===== src/rtl/mem_port_arbiter.sv =====
// Arbitrates a single-port unified memory between instruction fetch (I) and the
// memory stage (D). D has priority; a streak counter bounds how long a pending I waits.
module mem_port_arbiter #(
   parameter int ADDR_WIDTH   = 32,
   parameter int DATA_WIDTH   = 32,
   parameter int MAX_D_STREAK = 4
) (
   input  logic                  clk_i,
   input  logic                  rst_i,
   input  logic                  if_req_i,
   input  logic [ADDR_WIDTH-1:0] if_addr_i,
   output logic [DATA_WIDTH-1:0] if_rdata_o,
   output logic                  if_ready_o,
   input  logic                  dm_req_i,
   input  logic                  dm_we_i,
   input  logic [ADDR_WIDTH-1:0] dm_addr_i,
   input  logic [DATA_WIDTH-1:0] dm_wdata_i,
   output logic [DATA_WIDTH-1:0] dm_rdata_o,
   output logic                  dm_ready_o,
   output logic                  mem_req_o,
   output logic                  mem_we_o,
   output logic [ADDR_WIDTH-1:0] mem_addr_o,
   output logic [DATA_WIDTH-1:0] mem_wdata_o,
   input  logic [DATA_WIDTH-1:0] mem_rdata_i,
   input  logic                  mem_ack_i,
   output logic                  stall_f_o,
   output logic                  stall_m_o
);

   typedef enum logic [1:0] {IDLE, BUSY_I, BUSY_D} state_t;

   localparam logic [3:0] STREAK_MAX = 4'(MAX_D_STREAK);

   state_t                state_q, state_d;
   logic [3:0]            streak_q, streak_d;
   logic                  mem_req_q, mem_req_d;
   logic                  mem_we_q, mem_we_d;
   logic [ADDR_WIDTH-1:0] mem_addr_q, mem_addr_d;
   logic [DATA_WIDTH-1:0] mem_wdata_q, mem_wdata_d;
   logic [DATA_WIDTH-1:0] if_rdata_q, if_rdata_d;
   logic [DATA_WIDTH-1:0] dm_rdata_q, dm_rdata_d;
   logic                  if_ready_q, if_ready_d;
   logic                  dm_ready_q, dm_ready_d;
   logic                  i_elig, d_elig, grant_d, grant_i;

   function automatic logic [3:0] streak_sat_inc(input logic [3:0] s);
      return (s >= STREAK_MAX) ? STREAK_MAX : s + 4'd1;
   endfunction

   // A request still held during its own ready pulse is stale and must not win again.
   assign i_elig  = if_req_i & ~if_ready_q;
   assign d_elig  = dm_req_i & ~dm_ready_q;
   assign grant_d = d_elig & (~i_elig | (streak_q < STREAK_MAX));
   assign grant_i = i_elig & ~grant_d;

   always_comb begin
      state_d     = state_q;
      streak_d    = streak_q;
      mem_req_d   = mem_req_q;
      mem_we_d    = mem_we_q;
      mem_addr_d  = mem_addr_q;
      mem_wdata_d = mem_wdata_q;
      if_rdata_d  = if_rdata_q;
      dm_rdata_d  = dm_rdata_q;
      if_ready_d  = 1'b0;
      dm_ready_d  = 1'b0;
      case (state_q)
         IDLE: begin
            if (grant_d) begin
               state_d     = BUSY_D;
               mem_req_d   = 1'b1;
               mem_we_d    = dm_we_i;
               mem_addr_d  = dm_addr_i;
               mem_wdata_d = dm_wdata_i;
               streak_d    = i_elig ? streak_sat_inc(streak_q) : 4'd0;
            end else if (grant_i) begin
               state_d     = BUSY_I;
               mem_req_d   = 1'b1;
               mem_we_d    = 1'b0;
               mem_addr_d  = if_addr_i;
               mem_wdata_d = '0;
               streak_d    = 4'd0;
            end
         end
         BUSY_I: begin
            if (mem_ack_i) begin
               state_d    = IDLE;
               mem_req_d  = 1'b0;
               if_ready_d = 1'b1;
               if_rdata_d = mem_rdata_i;
            end
         end
         BUSY_D: begin
            if (mem_ack_i) begin
               state_d    = IDLE;
               mem_req_d  = 1'b0;
               dm_ready_d = 1'b1;
               if (!mem_we_q) dm_rdata_d = mem_rdata_i;
            end
         end
         default: state_d = IDLE;
      endcase
   end

   always_ff @(posedge clk_i or posedge rst_i) begin
      if (rst_i) begin
         state_q     <= IDLE;
         streak_q    <= 4'd0;
         mem_req_q   <= 1'b0;
         mem_we_q    <= 1'b0;
         mem_addr_q  <= '0;
         mem_wdata_q <= '0;
         if_rdata_q  <= '0;
         dm_rdata_q  <= '0;
         if_ready_q  <= 1'b0;
         dm_ready_q  <= 1'b0;
      end else begin
         state_q     <= state_d;
         streak_q    <= streak_d;
         mem_req_q   <= mem_req_d;
         mem_we_q    <= mem_we_d;
         mem_addr_q  <= mem_addr_d;
         mem_wdata_q <= mem_wdata_d;
         if_rdata_q  <= if_rdata_d;
         dm_rdata_q  <= dm_rdata_d;
         if_ready_q  <= if_ready_d;
         dm_ready_q  <= dm_ready_d;
      end
   end

   assign mem_req_o   = mem_req_q;
   assign mem_we_o    = mem_we_q;
   assign mem_addr_o  = mem_addr_q;
   assign mem_wdata_o = mem_wdata_q;
   assign if_rdata_o  = if_rdata_q;
   assign dm_rdata_o  = dm_rdata_q;
   assign if_ready_o  = if_ready_q;
   assign dm_ready_o  = dm_ready_q;
   assign stall_f_o   = if_req_i & ~if_ready_q;
   assign stall_m_o   = dm_req_i & ~dm_ready_q;

endmodule

===== config.mk =====
export PLATFORM = sky130hd
export DESIGN_NAME = mem_port_arbiter
export DESIGN_NICKNAME = d
export VERILOG_FILES = /design/src/rtl/mem_port_arbiter.sv
export SDC_FILE = /design/constraint.sdc
export NUM_CORES = 1
export LEC_CHECK = 0
export CAP_MARGIN = 20
export CORE_MARGIN = 3
export CORE_UTILIZATION = 30
export CTS_CLUSTER_DIAMETER = 60
export CTS_CLUSTER_SIZE = 14
export DETAILED_ROUTE_END_ITERATION = 8
export PLACE_DENSITY_LB_ADDON = 0.08
export SLEW_MARGIN = 20
export SYNTH_ARGS = -nofsm -noshare
export SYNTH_HDL_FRONTEND = slang
export SYNTH_SLANG_ARGS = --single-unit

===== constraint.sdc =====
create_clock -name clk_i -period 7.5 [get_ports clk_i]
set_clock_uncertainty 0.15 [all_clocks]
set_input_delay 1.5 -clock clk_i [delete_from_list [all_inputs] [get_ports clk_i]]
set_output_delay 1.5 -clock clk_i [all_outputs]
set_load 0.005 [all_outputs]

==> key figures, run 1 <==
Outcome
  – Status: finished, final reports clean

Setup path
  – Cell Chain, Critical Path: clkdlybuf4s50_1 -> nand2b_4 -> inv_2 -> clkdlybuf4s50_1
  – Crit path capture type: output pin
  – Cells on worst reg2reg path: 5
  – WP depth: 4
  – Crit path top cell by count: clkdlybuf4s50_1
  – Reg2reg start: state_q[0]$_DFFE_PP0P_
  – CP Class: in2out
  – Worst path buffer plus inverter count: 3
  – CP startpoint: dm_req_i
  – Reg-to-Reg End: dm_rdata_o[16]$_DFFE_PP0P_
  – CP Launch Type: input port
  – CP max stage cell: clkdlybuf4s50_1
  – Top Family by Delay on Critical Path: buffers and inverters
  – FF-to-FF setup slack: roughly 5.4 ns
  – CP max FO: 6
  – Crit path largest cell delay: 0.52 ns
  – CP required: 5.85 ns
  – Critical path endpoint: stall_m_o
  – Arr. time, crit path: between 2 and 3 ns

Floorplanning
  – I/O Pins: ~270
  – Starting Density: a little under a third
  – Chip Height: 141 um
  – DIE WIDTH: 141 um
  – Row cnt: 48
  – Die area: 19,800 um^2
  – Core ar.: around 18,000 um^2

STA
  – Tmin final: about 4.4 ns
  – Worst Tran Pin Value: 0.914 ns
  – Period utilization: 58.5%
  – Final Max Tran Viols: 0
  – Fin Setup TNS: 0 ns
  – Worst hold slack: 0.335 ns
  – Final hold viol count: 0
  – Max Clock Freq: 0.228 GHz
  – Final worst slack: 3.11 ns
  – Max-slew headroom: 39.1%
  – RSZ-0062 raised after global routing: false
  – Final setup violating endpoints: 0

Yosys
  – Number of flops mapped to enable cells by yosys: 0
  – Synth area leaders: dfrtp_1, mux2_2, a21oi_1
  – Yosys cell types: 27
  – Top FF cell, synth: dfrtp_1
  – Top cell type by total area after synthesis: dfrtp_1
  – Yosys reg bits: approximately 140
  – Syn Inst Count: 427
  – Syn nets: 565
  – Yosys warns: 0
  – Part of the Yosys area used for sequential elements: between 60 and 70%
  – Mean Syn Cell Area: between 10 and 15 um^2
  – Mapped Area: roughly 5400 um^2
  – Synth top area share: 63.6%
  – Share of flip-flops with an asynchronous set or reset: 100%

GRT
  – Largest net degree at the start of global routing: 73
  – Initial antenna violation count: 0
  – Overall Global Routing Usage: 16.7%
  – Global route overflow: 0
  – Vias in the first global route: 4,737
  – First-pass GRT wire length: 26.0 mm

Route
  – Vias post-DR: 4,379
  – Routed len/inst: 17.5 um
  – DRT antenna net count: 0
  – Final WL: 16.3 mm
  – Via/cell ratio: around 4.7
  – Drt initial violations: 168
  – DRC: 0
  – TritonRoute pass-1 iters: 4

Layout
  – Fillers: 1,537
  – FF/Latch Area: ~3500 um^2
  – Share of cells above drive strength 1: roughly 16%
  – Layout area overhead: 63.0%
  – Diodes inserted: 0
  – Area occupied by multi-input gates: 1820 um^2
  – NumNets Final: between 800 and 900

Clocking
  – CTS tree: built
  – Deepest clock path buffer count: 2
  – Worst-skew pair later-pin latency: 0.40 ns
  – Resized cells post-CTS: 0
  – Setup Buffers After CTS: 0
  – CTS buffer count: 17
  – Post-CTS Hold Fix Bufs: 0
  – Clk root buf: clkbuf_16
  – Clk pin slew, worst setup/hold paths: 0.06 ns
  – H-Tree Depth: 4
  – Num Clock Sinks: 138

Power and ir drop
  – Sw Share: between 20 and 30%
  – Pint: 2.47 mW
  – P per Cell Area: a little under 400 nW/um^2
  – Sequential share of power: 35.9%
  – Combinational share of power: 41.9%
  – Clock share of power: 22.2%
  – Switching Power: 1.04 mW
  – Leak pwr: 3.77 nW
  – VDD IR max: around 0.22 mV

Worst hold path
  – Hold/Removal Path Class: reg2reg

Place
  – Dpl hpwl: 11.4 mm
  – Post-Place Setup Slack: just over 3 ns
  – RD Place Congestion: 0.826
  – Input/output buffers: 267

Job
  – Max cap viols: 0
==> power by group through the flow <==
stage | Sequential (mW) | Combinational (mW) | Clock [mW]
2_1_floorplan | 1.29 | 0.568 | 0
3_3_place_gp | 1.25 | 1.48 | 0
3_5_place_dp | 1.27 | 1.49 | 0
4_1_cts | 1.26 | 1.50 | 0.805
5_1_grt | 1.30 | 1.61 | 0.844
6_report | 1.26 | 1.47 | 0.779
==> how the worst min path moves through the flow <==
stage	endpoint	slack, ns	from	depth (start not counted)
3_5_place_dp	streak_q[2]$_DFFE_PP0P_	0.32	streak_q[2]$_DFFE_PP0P_	2
3_3_place_gp	streak_q[2]$_DFFE_PP0P_	0.32	streak_q[2]$_DFFE_PP0P_	2
5_1_grt	if_rdata_o[8]$_DFFE_PP0P_	0.36	if_rdata_o[8]$_DFFE_PP0P_	1
6_report	streak_q[2]$_DFFE_PP0P_	0.34	streak_q[2]$_DFFE_PP0P_	2
2_1_floorplan	streak_q[2]$_DFFE_PP0P_	0.30	streak_q[2]$_DFFE_PP0P_	2
4_1_cts	streak_q[2]$_DFFE_PP0P_	0.34	streak_q[2]$_DFFE_PP0P_	2
==> worst reg2reg max path: cells and delay by family (launching register included) <==
family        cells  cell delay (ns)
fa+ha+maj         1             0.19
buf+inv           1             0.08
flops             1             0.36
mux               1             0.44
simple gates      2             0.81
==> placed cells by master (no fill, tap or decap), drive strengths merged <==
| master | count |
|---|---|
| a21oi | 65 |
| a22o | 34 |
| a31oi | 1 |
| and2 | 2 |
| buf | 6 |
| bufinv | 1 |
| clkbuf | 19 |
| clkdlybuf4s50 | 267 |
| clkinv | 7 |
| clkinvlp | 3 |
| dfrtp | 138 |
| ha | 4 |
| inv | 8 |
| mux2 | 65 |
| nand2 | 36 |
| nand2b | 3 |
| nand3 | 1 |
| nor2 | 36 |
| nor2b | 1 |
| o21a | 1 |
| o21ai | 4 |
| o31ai | 1 |
| o32ai | 2 |
==> cell families (layout without fill, tap and decap cells) <==
group / count (synthesis) / after routing / share of synthesized area (%)
simple gates: 79 / 79 / 6.08
compound gates: 108 / 108 / 12.9
flops: 138 / 138 / 63.6
buf+inv: 33 / 311 / 3.06
mux: 65 / 65 / 13.5
fa+ha+maj: 4 / 4 / 0.921
==> final cells by class <==
cell class	count	share of cell area (%)
inverters	7	0.353
clock inverters	12	1.13
repair buffers	273	30.7
well taps	225	3.18
flip-flops and latches	138	39.0
multi-input cells	256	20.5
clock buffers	19	5.12
==> registers in the layout, indices dropped and copies added (netlist names) <==
register	count
mem_we_o	1
state_q	2
mem_addr_o	32
if_ready_o	1
mem_req_o	1
mem_wdata_o	32
if_rdata_o	32
dm_ready_o	1
dm_rdata_o	32
streak_q	4
==> synthesized netlist by cell type, types with 4 or more instances <==
cell type  instances
nor2_1            35
ha_1               4
nand2_1           36
inv_1              5
clkbuf_1           4
buf_2             16
a22o_1            34
a21oi_1           64
dfrtp_1          138
buf_4              6
mux2_2            64
==> per-layer routing <==
layer / vias to the layer above / wire length (um) / global-route usage [%]
met5: - / 0 / 0
met4: 0 / 191 / 4.18
met3: 15 / 1720 / 8.07
met2: 177 / 7820 / 27.1
met1: 2166 / 6520 / 20.0
li1: 2021 / - / -
==> stage by stage <==
stage | std cells | power [mW] | utilization (%) | area (um^2)
floorplan | 427 | 1.85 | - | 5430
global placement | 899 | 2.73 | 47.3 | 8300
detailed placement | 899 | 2.76 | 47.3 | 8300
CTS | 930 | 3.57 | 50.5 | 8850
global route | 930 | 3.75 | 50.5 | 8850
finish | 930 | 3.51 | 50.5 | 8850
Power figures use the tool's default switching activity.
==> inputs of run 2 (changes only) <==
Clock period 7.5 ns to 3.5 ns, I/O delays scaled along.
==> key figures, run 2 (synthesis results as in run 1) <==
Outcome
  – Status: finished, final reports clean

STA
  – Max Clock Freq: between 0.3 and 0.4 GHz
  – Final worst slack: 0.666 ns (-2.45 ns)
  – RSZ-0062 raised after global routing: false
  – Fin Setup TNS: 0 ns (unchanged)
  – Worst Tran Pin Value: 0.881 ns (-0.0333 ns)
  – Period utilization: 81.0%
  – Final Max Tran Viols: 0 (unchanged)
  – Tmin final: 2.83 ns
  – Final setup violating endpoints: 0 (unchanged)
  – Max-slew headroom: 41.3% (+2.2 points)
  – Final hold viol count: 0 (unchanged)

Power and ir drop
  – Sequential share of power: 34.7% (-1.2 points)
  – Switching Power: 2.22 mW (+110%)
  – Combinational share of power: 40.2% (-1.7 points)
  – VDD IR max: 0.440 mV (+100%)
  – Pint: 5.58 mW (+130%)
  – P per Cell Area: 870 nW/um^2 (+120%)
  – Clock share of power: 25.1% (+2.9 points)
  – Leak pwr: 3.82 nW (+1.4%)
  – Sw Share: 28.5% (-1.2 points)

Layout
  – Commonest non-fill, non-tap cell in the layout: clkdlybuf4s50_1
  – Share of cells above drive strength 1: 15.9% (+0.029 points)
  – NumNets Final: 835 (+0.48%)
  – Post-Layout Cell Count: 935 (+0.54%)
  – Diodes inserted: 0 (unchanged)
  – Layout area overhead: 65.1%
  – Most frequent cells in the layout: clkdlybuf4s50_1, dfrtp_1, mux2_2, a21oi_1, nand2_1

Floorplanning
  – Row cnt: 48 (unchanged)
  – Chip Height: 141 um (unchanged)
  – I/O Pins: 268 (unchanged)
  – Starting Density: 31.0% (unchanged)
  – Core ar.: 17,500 um^2 (unchanged)
  – Die area: 19,800 um^2 (unchanged)
  – DIE WIDTH: 141 um (unchanged)

Clocking
  – CTS buffer count: 17 (unchanged)
  – Post-CTS Hold Fix Bufs: 0 (unchanged)
  – Worst-skew pair later-pin latency: 0.41 ns (about the same)
  – CTS tree: built
  – Num Clock Sinks: 138 (unchanged)
  – Deepest clock path buffer count: 2 (unchanged)
  – Clk root buf: clkbuf_16
  – Clk pin slew, worst setup/hold paths: 0.06 ns (about the same)
  – Resized cells post-CTS: 0 (unchanged)
  – Setup Buffers After CTS: 0 (unchanged)
  – H-Tree Depth: 4 (unchanged)

Place
  – Post-Place Cells: 903 (+0.44%)
  – Post-Place Setup Slack: 0.655 ns (-2.46 ns)
  – Dpl hpwl: 11.5 mm (+0.55%)
  – Input/output buffers: 267 (unchanged)
  – RD Place Congestion: 0.788 (-4.6%)

Setup path
  – Worst path buffer plus inverter count: 3 (unchanged)
  – Cell Chain, Critical Path: clkdlybuf4s50_1 -> nand2b_4 -> inv_2 -> clkdlybuf4s50_1
  – Crit path largest cell delay: 0.57 ns (+0.05 ns)
  – CP Class: in2out
  – CP max FO: 6 (unchanged)
  – CP Launch Type: input port
  – Crit path top cell by count: clkdlybuf4s50_1
  – Arr. time, crit path: 1.98 ns (-0.76 ns)
  – Top Family by Delay on Critical Path: buffers and inverters
  – CP required: 2.65 ns (-3.20 ns)
  – CP max stage cell: clkdlybuf4s50_1
  – Crit path capture type: output pin

Route
  – Drt initial violations: 199 (+18%)
  – Routed len/inst: 17.3 um (-1.0%)
  – Vias post-DR: 4,354 (-0.57%)
  – Via/cell ratio: 4.66 (-1.1%)
  – Final WL: 16.2 mm (-0.52%)
  – DRC: 0 (unchanged)
  – DRT antenna net count: 0 (unchanged)
  – TritonRoute pass-1 iters: 4 (unchanged)

GRT
  – Largest net degree at the start of global routing: 65 (-11%)
  – Initial antenna violation count: 0 (unchanged)
  – First-pass GRT wire length: 25.9 mm (-0.69%)
  – Overall Global Routing Usage: 16.6% (-0.11 points)
  – Vias in the first global route: 4,720 (-0.36%)
  – Global route overflow: 0 (unchanged)

Job
  – Max cap viols: 0 (unchanged)

Worst hold path
  – Hold/Removal Path Class: reg2reg
[run 2: power by group through the flow]
stage | Clock (mW) | Sequential (mW) | Combinational, mW
floorplan | 0 | 2.76 | 1.22
global placement | 0 | 2.69 | 3.16
detailed placement | 0 | 2.73 | 3.19
CTS | 2.01 | 2.72 | 3.21
global route | 2.08 | 2.81 | 3.41
finish | 1.96 | 2.71 | 3.14
[run 2: worst paths after layout]
check	start	to	slack, ns	cells after the start
setup reg to reg	state_q[0]$_DFFE_PP0P_	dm_rdata_o[26]$_DFFE_PP0P_	1.38	5
hold / removal	streak_q[3]$_DFFE_PP0P_	streak_q[3]$_DFFE_PP0P_	0.34	1
min in group asynchronous	rst_i	state_q[0]$_DFFE_PP0P_	0.64	3
hold reg to reg	streak_q[3]$_DFFE_PP0P_	streak_q[3]$_DFFE_PP0P_	0.34	1
max in group asynchronous	rst_i	dm_rdata_o[25]$_DFFE_PP0P_	1.89	3
setup / recovery	dm_req_i	stall_m_o	0.67	4
[run 2: routing by layer]
metal	routed length, um	part of all wire [%]	GRT usage [%]
met1	6520	40	20.4
met3	1380	8.5	6.07
met4	345	2.1	6.22
met5	0	0	0
met2	7920	49	26.7
[run 2: area by class of cell]
| type | instances | area [um^2] |
|---|---|---|
| inverter | 7 | 30.0 |
| sequential | 138 | 3450 |
| tap | 225 | 282 |
| clock buffer | 21 | 450 |
| fill | 1534 | 8570 |
| multi-input combinational | 256 | 1820 |
| timing repair buffer | 277 | 2750 |
| clock inverter | 11 | 193 |
[run 2: metrics by stage]
step / hold slack, ns / utilization (%) / total power, mW / instance area (um^2)
after floorplan: 0.301 / - / 3.97 / 5440
after CTS: 0.341 / 51.2 / 7.94 / 8970
after global placement: 0.316 / 47.5 / 5.85 / 8330
after detailed placement: 0.327 / 47.5 / 5.93 / 8330
after global routing: 0.371 / 51.2 / 8.31 / 8970
final: 0.339 / 51.2 / 7.80 / 8970
